==> config.mk <==
export PLATFORM = sky130hd
export DESIGN_NAME = uart_result_tx
export DESIGN_NICKNAME = d
export VERILOG_FILES = /design/src/rtl/uart_result_tx_pkg.sv /design/src/rtl/uart_result_tx_byte.sv /design/src/rtl/uart_result_tx.sv
export SDC_FILE = /design/constraint.sdc
export NUM_CORES = 1
export LEC_CHECK = 0
export CAP_MARGIN = 10
export CELL_PAD_IN_SITES_DETAIL_PLACEMENT = 0
export CELL_PAD_IN_SITES_GLOBAL_PLACEMENT = 1
export CORE_ASPECT_RATIO = 1.2
export CORE_MARGIN = 3
export CORE_UTILIZATION = 41
export CTS_CLUSTER_SIZE = 30
export DETAILED_ROUTE_END_ITERATION = 8
export PLACE_DENSITY_LB_ADDON = 0.2
export SLEW_MARGIN = 20
export SYNTH_ARGS = -nofsm -noshare
export SYNTH_HDL_FRONTEND = slang
export SYNTH_HIERARCHICAL = 1
export SYNTH_SLANG_ARGS = --single-unit
==> constraint.sdc <==
create_clock -name clock -period 1.99 [get_ports clock]
set_input_delay 0.2985 -clock clock [delete_from_list [all_inputs] [get_ports clock]]
set_output_delay 0.2985 -clock clock [all_outputs]
set_load 0.05 [all_outputs]
==> src/rtl/uart_result_tx_pkg.sv <==
// Shared definitions for the result UART: request codes, ASCII bytes, FSM encoding
// and the helper that maps (request, row, byte index) to a message byte.
package uart_result_tx_pkg;

    typedef enum logic [1:0] {
        SEND_OFF       = 2'd0,
        SEND_MATCH     = 2'd1,
        SEND_NOT_MATCH = 2'd2
    } send_code_e;

    typedef enum logic [1:0] {
        S_IDLE = 2'd0,
        S_LOAD = 2'd1,
        S_SEND = 2'd2,
        S_DONE = 2'd3
    } state_e;

    localparam logic [7:0] ASCII_M  = 8'h4D;
    localparam logic [7:0] ASCII_N  = 8'h4E;
    localparam logic [7:0] ASCII_LF = 8'h0A;

    localparam logic [2:0] MATCH_LAST_IDX     = 3'd4;
    localparam logic [2:0] NOT_MATCH_LAST_IDX = 3'd1;

    function automatic logic [7:0] hex_ascii(input logic [3:0] d);
        return (d < 4'd10) ? (8'h30 + {4'h0, d}) : (8'h37 + {4'h0, d});
    endfunction

    function automatic logic [7:0] msg_byte(input send_code_e code,
                                            input logic [8:0] row,
                                            input logic [2:0] idx);
        logic [7:0] b;
        b = ASCII_LF;
        if (code == SEND_MATCH) begin
            case (idx)
                3'd0:    b = ASCII_M;
                3'd1:    b = hex_ascii({3'b000, row[8]});
                3'd2:    b = hex_ascii(row[7:4]);
                3'd3:    b = hex_ascii(row[3:0]);
                default: b = ASCII_LF;
            endcase
        end else if (idx == 3'd0) begin
            b = ASCII_N;
        end
        return b;
    endfunction

    function automatic logic [2:0] msg_last_idx(input send_code_e code);
        return (code == SEND_MATCH) ? MATCH_LAST_IDX : NOT_MATCH_LAST_IDX;
    endfunction

endpackage

==> src/rtl/uart_result_tx_byte.sv <==
// 8N1 byte serializer. A start accepted in the last stop-bit cycle chains the
// next frame with no idle gap; done flags that last stop-bit cycle.
module uart_tx_byte #(
    parameter int CLKS_PER_BIT = 434
) (
    input  logic       clock,
    input  logic       reset,
    input  logic       start,
    input  logic [7:0] data,
    output logic       done,
    output logic       tx
);

    localparam logic [11:0] LAST_CLK = 12'(CLKS_PER_BIT - 1);

    logic        tx_reg;
    logic        active_reg;
    logic [11:0] clk_cnt_reg;
    logic [3:0]  bit_cnt_reg;
    logic [7:0]  shift_reg;

    assign done = active_reg && (bit_cnt_reg == 4'd9) && (clk_cnt_reg == LAST_CLK);
    assign tx   = tx_reg;

    always_ff @(posedge clock) begin
        if (reset) begin
            tx_reg      <= 1'b1;
            active_reg  <= 1'b0;
            clk_cnt_reg <= '0;
            bit_cnt_reg <= '0;
            shift_reg   <= '0;
        end else if (start && (!active_reg || done)) begin
            tx_reg      <= 1'b0;
            active_reg  <= 1'b1;
            clk_cnt_reg <= '0;
            bit_cnt_reg <= '0;
            shift_reg   <= data;
        end else if (active_reg) begin
            if (clk_cnt_reg == LAST_CLK) begin
                clk_cnt_reg <= '0;
                if (bit_cnt_reg == 4'd9) begin
                    active_reg  <= 1'b0;
                    tx_reg      <= 1'b1;
                    bit_cnt_reg <= '0;
                end else begin
                    bit_cnt_reg <= bit_cnt_reg + 4'd1;
                    // bit_cnt 0 is the start bit, so the next data bit index equals bit_cnt
                    tx_reg <= (bit_cnt_reg == 4'd8) ? 1'b1 : shift_reg[bit_cnt_reg[2:0]];
                end
            end else begin
                clk_cnt_reg <= clk_cnt_reg + 12'd1;
            end
        end
    end

endmodule

==> src/rtl/uart_result_tx.sv <==
// Sends "M<row hex>\n" or "N\n" over UART on request; sequences message bytes
// into the byte serializer and reports completion.
module uart_result_tx
    import uart_result_tx_pkg::*;
#(
    parameter int CLKS_PER_BIT = 434
) (
    input  logic       clock,
    input  logic       reset,
    input  logic [1:0] UARTsend,
    input  logic [8:0] matchRow,
    output logic       UARTtx,
    output logic       UARTsendComplete,
    output logic       busy
);

    state_e     state_reg;
    send_code_e kind_reg;
    logic [8:0] row_reg;
    logic [2:0] idx_reg;
    logic [7:0] next_byte_reg;
    logic       busy_reg;
    logic       complete_reg;

    logic       req_valid;
    logic       byte_start;
    logic [7:0] byte_data;
    logic       byte_done;
    logic       last_byte;

    assign req_valid = (UARTsend == SEND_MATCH) || (UARTsend == SEND_NOT_MATCH);
    assign last_byte = (idx_reg == msg_last_idx(kind_reg));

    // Byte 0 starts on the capture edge itself, so it comes straight from the request code
    assign byte_start = ((state_reg == S_IDLE) && req_valid) ||
                        ((state_reg == S_SEND) && byte_done && !last_byte);
    assign byte_data  = (state_reg == S_IDLE) ?
                        ((UARTsend == SEND_MATCH) ? ASCII_M : ASCII_N) : next_byte_reg;

    always_ff @(posedge clock) begin
        if (reset) begin
            state_reg     <= S_IDLE;
            kind_reg      <= SEND_OFF;
            row_reg       <= '0;
            idx_reg       <= '0;
            next_byte_reg <= '0;
            busy_reg      <= 1'b0;
            complete_reg  <= 1'b0;
        end else begin
            case (state_reg)
                S_IDLE: begin
                    complete_reg <= 1'b0;
                    if (req_valid) begin
                        kind_reg  <= send_code_e'(UARTsend);
                        row_reg   <= matchRow;
                        idx_reg   <= 3'd0;
                        busy_reg  <= 1'b1;
                        state_reg <= S_LOAD;
                    end
                end
                S_LOAD: begin
                    // Prefetch the byte that follows the one now on the line
                    next_byte_reg <= msg_byte(kind_reg, row_reg, 3'(idx_reg + 3'd1));
                    state_reg     <= S_SEND;
                end
                S_SEND: begin
                    if (byte_done) begin
                        if (last_byte) begin
                            complete_reg <= 1'b1;
                            state_reg    <= S_DONE;
                        end else begin
                            idx_reg   <= idx_reg + 3'd1;
                            state_reg <= S_LOAD;
                        end
                    end
                end
                S_DONE: begin
                    complete_reg <= 1'b0;
                    busy_reg     <= 1'b0;
                    state_reg    <= S_IDLE;
                end
                default: state_reg <= S_IDLE;
            endcase
        end
    end

    uart_tx_byte #(
        .CLKS_PER_BIT(CLKS_PER_BIT)
    ) u_tx_byte (
        .clock(clock),
        .reset(reset),
        .start(byte_start),
        .data (byte_data),
        .done (byte_done),
        .tx   (UARTtx)
    );

    assign UARTsendComplete = complete_reg;
    assign busy             = busy_reg;

endmodule

== Word-level counts from Yosys, hierarchy flattened ==
Cells that the tools add are included.
Word-level totals
  word-level logic and storage cells: 101
  bits in read-only memories: 0
  register bits: 52
  memories: 0
  memory bits (writable): 0
  bits of input ports: 13
  bits in latches: 0
  output and inout bits: 3
Cells by class
  reduce and logical (&&, ||, !) cells: 27
  $mul: 0
  div/mod/pow operators: 0
  eq/ne operators: 17
  multiplexer cells: 34
  magnitude comparators: 3
  shift operators: 0
  add/subtract/negate cells: 8
  bitwise logic cells: 0
Operator list (count)
  $add 6x4->7 const A: 4
  $pmux 7 s4: 1
  $mux 7: 3
  $mux 8: 2
  $mux 1: 13
  $add 12x1->12 const B: 1
  $eq 12x9->1 const B: 1
  $mux 12: 1
  $mux 3: 4
  $reduce_and 2->1: 5
  $reduce_bool 2->1: 5
  $eq 4x4->1 const B: 2
  $lt 4x4->1 const B: 2
  $mux 2: 4
  $ne 2x2->1 const B: 4
  $pmux 2 s4: 1
  $add 6x1->7 const A: 1
  $eq 2x1->1 const B: 3
  $eq 2x2->1 const B: 3
  $eq 3x2->1 const B: 2
  $logic_and 1x1->1: 6
  $pmux 3 s2: 1
  $add 4x1->4 const B: 1
  $lt 3x4->1 const B: 1
  13 further kinds: 18

== Logic depth before layout (Yosys ltp) ==
  depth in word-level cells: 9
  mapped depth: 11
  gate-level depth less buffers: 10

== Cells and area by module ==
Netlist, hierarchy kept.
By module, submodules not included
  uart_result_tx: area each 1529.0 µm², cells each 194, sequential area each 500.5 µm², times used 1
  uart_tx_byte: area each 1375.1 µm², cells each 150, sequential area each 520.5 µm², times used 1

== Worst setup path before layout ==
Ideal clock, no wire load.
  path type: reg2reg
  start: register u_tx_byte.clk_cnt_reg[0]
  end: register u_tx_byte.shift_reg[0]
  path buffers: 1
  setup time: 72 ps
  required time: 1918 ps
  cell stages (with the launch flop): 11
  arrival time: 2133 ps
  clock period less this slack: 2205 ps
  slack: -215 ps
  cells stage by stage: dfxtp_1 ha_1 nor4b_4 nand4_2 nor2b_1 o211ai_1 nand2_1 inv_1 a21oi_1 buf_4 mux2i_1
Between the ends
  word-level cells in the longest chain between the ends: 6
  elaborated cells on any way between the ends: 7
  those cells by class: eq/ne: 1; reduce/logical: 6
RTL lines
  from (decl): RTL line uart_result_tx_byte.sv:18  | logic [11:0] clk_cnt_reg;
  from (signal assigned): RTL line uart_result_tx_byte.sv:51  | clk_cnt_reg <= clk_cnt_reg + 12'd1;
  $eq 12x9->1: RTL line uart_result_tx_byte.sv:22  | assign done = active_reg && (bit_cnt_reg == 4'd9) && (clk_cnt_reg == LAST_CLK);
  $logic_and 1x1->1: RTL line uart_result_tx_byte.sv:22
  named net byte_done: RTL line uart_result_tx.sv:28  | logic byte_done;
  $logic_and 1x1->1 (2 in series): RTL line uart_result_tx.sv:36  | ((state_reg == S_SEND) && byte_done && !last_byte);
  $logic_or 1x1->1: RTL line uart_result_tx.sv:35  | assign byte_start = ((state_reg == S_IDLE) && req_valid) ||
  named net byte_start: RTL line uart_result_tx.sv:26  | logic byte_start;
  $logic_and 1x1->1: RTL line uart_result_tx_byte.sv:32  | end else if (start && (!active_reg || done)) begin
  to (signal assigned): RTL line uart_result_tx_byte.sv:37  | shift_reg <= data;
  to (decl): RTL line uart_result_tx_byte.sv:20  | logic [7:0] shift_reg;
The timed path passes the listed nets, and every way through them passes these cells.
A chain may end at the register's enable or synchronous reset.

== Worst setup path after layout ==
  start: register u_tx_byte.clk_cnt_reg[1]
  end: register u_tx_byte.bit_cnt_reg[3]
Between the ends
  word-level cells in the longest chain between the ends: 7
  elaborated cells on any way between the ends: 9
  those cells by class: eq/ne: 1; reduce/logical: 8
RTL lines
  $eq 12x9->1: RTL line uart_result_tx_byte.sv:22
  $logic_and 1x1->1: RTL line uart_result_tx_byte.sv:22
  named net byte_done: RTL line uart_result_tx.sv:28
  $logic_and 1x1->1 (2 in series): RTL line uart_result_tx.sv:36
  $logic_or 1x1->1: RTL line uart_result_tx.sv:35
  named net byte_start: RTL line uart_result_tx.sv:26
  $logic_and 1x1->1: RTL line uart_result_tx_byte.sv:32
  $reduce_or 2->1 (no source line)
  to (signal assigned): RTL line uart_result_tx_byte.sv:46  | bit_cnt_reg <= bit_cnt_reg + 4'd1;
  to (decl): RTL line uart_result_tx_byte.sv:19  | logic [3:0] bit_cnt_reg;
The timed path passes the listed nets, and every way through them passes these cells.

==> results.sh <==
export IMPL_outcome="finished clean"
export IMPL_grt_pass1_vias=2377
export IMPL_cts_hold_buffers_added=0
export IMPL_drt_vias_per_instance=5.24
export IMPL_synth_edff_count=0
export IMPL_whs_ps=463
export IMPL_grt_antenna_before_repair=0
export IMPL_yosysWarningCount=6
export IMPL_overflow=0
export IMPL_drt_pass1_iterations=4
export IMPL_n_fill_cell=673
export IMPL_seqCellArea_sq_um=1030
export IMPL_p_per_area_nw_per_um2=852
export IMPL_worst_slew_pin_slew_ps=496
export IMPL_dominant_register_cell_in_the_synthesized_netlist="dfxtp_1"
export IMPL_multi_input_comb_area_sq_um=1800
export IMPL_rows=32
export IMPL_post_route_drc_count=0
export IMPL_design_portCount=16
export IMPL_clock_path_buffers=2
export IMPL_layout_nets=411
export IMPL_hp_class="flip-flop to flip-flop"
export IMPL_numPortBuffers=15
export IMPL_grt_start_max_net_pins=28
export IMPL_largest_register_ffs=12
export IMPL_tritoncts_num_sinks=51
export IMPL_routed_via_count=2464
export IMPL_launching_instance_or_port_of_the_critical_path="u_tx_byte/clk_cnt_reg[1]"
export IMPL_setup_tns_ps=0
export IMPL_synthesis_area_sq_um=2900
export IMPL_cts_inserted_buffers=5
export IMPL_htree_num_levels=2
export IMPL_drt_wirelength_per_cell_microns=13.3
export IMPL_cts_tree="done"
export IMPL_crit_required_ps=2190
export IMPL_drive_above_1_share=0.192
export IMPL_cts_clk_slew_worst_paths_ps=100
export IMPL_core_ar_sq_um=6650
export IMPL_timing_hold_violations_final=0
export IMPL_postRouteAntennaNets=0
export IMPL_worst_ir_drop_vdd_mv=0.670
export IMPL_netlist_instances=344
export IMPL_postSynthRegisterBits=51
export IMPL_endpoint_kind="flip-flop"
export IMPL_worst_skew_pair_late_latency_ps=310
export IMPL_critPathLaunchType="flip-flop"
export IMPL_dp_hpwl_microns=4660
export IMPL_initialDrtViolationCount=81
export IMPL_syn_mean_instance_area_sq_um=8.44
export IMPL_grt_setup_unrepaired="yes"
export IMPL_fmax_ghz=0.509
export IMPL_synth_net_count=371
export IMPL_final_min_clock_period_ps=1960
export IMPL_post_route_period_util=0.986
export IMPL_final_max_slew_violation_count=0
export IMPL_grt_total_usage=0.161
export IMPL_power_static_leakage_nw=1.27
export IMPL_areaGrowthSynthToFinish_pct=21.6
export IMPL_root_buffer="clkbuf_8"
export IMPL_worst_hold_launch="kind_reg[0]"
export IMPL_share_of_synthesized_flip_flops_with_an_asynchronous_set_or_reset=0
export IMPL_total_power_mw=3.01
export IMPL_worst_clock_skew_ps=9.34
export IMPL_die_span_y_microns=98.2
export IMPL_critPathKind="flip-flop to flip-flop"
export IMPL_ys_seq_area_frac=0.352
export IMPL_yosys_cell_types_count=60
export IMPL_slew_headroom=0.668
export IMPL_setup_violations=0
export IMPL_cp_data_arrival_time_ps=2160
export IMPL_diodes=0
export IMPL_pre_cts_setup_slack_ps=-105
export IMPL_grt_pass1_wl_microns=10900
export IMPL_drv_cap=0
export IMPL_globalplace_congestion=0.824
export IMPL_full_die_area_sq_um=8130
export IMPL_fin_ws_ps=27.2
export IMPL_ff_to_ff_start="u_tx_byte/clk_cnt_reg[1]"
export IMPL_cp_max_fo=6
export IMPL_start_util=0.437
export IMPL_die_width_microns=82.8
export IMPL_routed_wl_microns=6270
worst paths after layout:
kind                               to  slack [ps]  depth (start not counted)
min reg2reg               kind_reg[0]         460                          2
max reg2reg  u_tx_byte/bit_cnt_reg[3]          30                         12
max          u_tx_byte/bit_cnt_reg[3]          30                         12
min                       kind_reg[0]         460                          2
final cells by class:
| class | instances | share of cell area |
|---|---|---|
| repair buffers | 47 | 0.121 |
| multi-input cells | 260 | 0.510 |
| well taps | 85 | 0.0301 |
| clock inverters | 2 | 0.00461 |
| clock buffers | 6 | 0.0234 |
| inverters | 19 | 0.0202 |
| flip-flops and latches | 51 | 0.291 |
layout by cell type, fill, tap and decap left out, drive strengths merged, types with 3 or more instances in the layout:
cell type      synthesis  layout
nand3b                 3       3
or2                    5       5
a211oi                 7       7
clkbuf                 8       7
ha                    14      14
inv                   19      19
nor2b                 11      11
o211ai                 3       3
nor4                   4       4
o21ai                 12      12
and4b                  3       3
or3                    3       3
nor2                  26      26
a21oi                 29      29
a31oi                  4       4
nand3                  8       8
nand4                  5       5
nand2                 42      42
clkdlybuf4s50          0      15
a221oi                 3       3
xnor2                 10      10
o31ai                  4       4
dfxtp                 51      51
nor3                   5       5
buf                    6      31
nand2b                18      18
mux2                   3       3
mux2i                 10      10
where the power goes:
group / internal, mW / switching, mW / leakage (nW) / total, mW
Clock: 0.285 / 0.364 / 0.0474 / 0.649
Sequential: 1.16 / 0.114 / 0.418 / 1.27
Combinational: 0.512 / 0.573 / 0.806 / 1.09
cells in the mapped netlist (2+ instances only):
master	n	area, sq um
dfxtp_1	51	1020
nand2_1	42	158
a21oi_1	29	145
nor2_1	26	97.6
inv_1	19	71.3
nand2b_1	18	113
ha_1	14	175
o21ai_0	11	55.1
xnor2_1	10	87.6
mux2i_1	9	90.1
nor2b_1	9	56.3
clkbuf_1	8	30.0
a211oi_1	7	52.6
nand3_1	7	35.0
or2_2	5	31.3
nor3_1	4	20.0
nor4_1	4	25.0
o31ai_1	4	30.0
a221oi_1	3	26.3
a31oi_1	3	18.8
and4b_1	3	30.0
mux2_2	3	33.8
nand3b_1	3	22.5
nand4_1	3	18.8
o211ai_1	3	22.5
or3_1	3	18.8
a21boi_0	2	15.0
and4_1	2	17.5
buf_1	2	7.51
buf_2	2	10.0
buf_4	2	15.0
mux4_2	2	45.0
nand4_2	2	25.0
nand4b_1	2	17.5
xor2_1	2	17.5
cells by family (layout without fill, tap and decap cells):
| kind of cell | after synthesis | in the layout | share of synthesized area |
|---|---|---|---|
| simple gates | 144 | 144 | 0.277 |
| compound gates | 74 | 74 | 0.165 |
| flops | 51 | 51 | 0.352 |
| buf+inv | 33 | 74 | 0.0461 |
| mux | 15 | 15 | 0.0629 |
| fa+ha+maj | 14 | 14 | 0.0603 |
| xor+xnor | 12 | 12 | 0.0362 |
| other cells | 1 | 1 | 0.00129 |
metrics by stage:
step	std cells	utilization	instance area, sq um
floorplan	344	-	2930
global placement	458	0.503	3340
detailed placement	458	0.503	3340
CTS	471	0.530	3520
global route	470	0.531	3530
finish	470	0.531	3530
timing repair:
| action | CTS | global route |
|---|---|---|
| pin swaps | 3 | 4 |
| resized for setup | 7 | 8 |
| gates cloned | 1 | 0 |
| setup buffers | 4 | 0 |
| setup endpoints to repair | 7 | 30 |
per-layer routing:
metal | vias to the layer above | share of wire | track usage | wire length (microns)
li1 | 1290 | - | - | -
met1 | 1126 | 0.45 | 0.189 | 2800
met2 | 37 | 0.50 | 0.286 | 3140
met3 | 11 | 0.029 | 0.0295 | 179
met4 | 0 | 0.024 | 0.0692 | 148
met5 | - | 0 | 0 | 0
worst max-delay path, cell delays in order (launching register included):
cell      delay, ps
dfxtp_2         330
inv_2            60
ha_4            120
nor4b_4         270
nand4_4         150
nor2b_4         150
o211ai_1        100
nand2_1         130
buf_4           140
a21oi_1         110
o21ai_2         110
buf_6           150
a31oi_1          50
No activity file was read; power rests on OpenSTA's default activity.
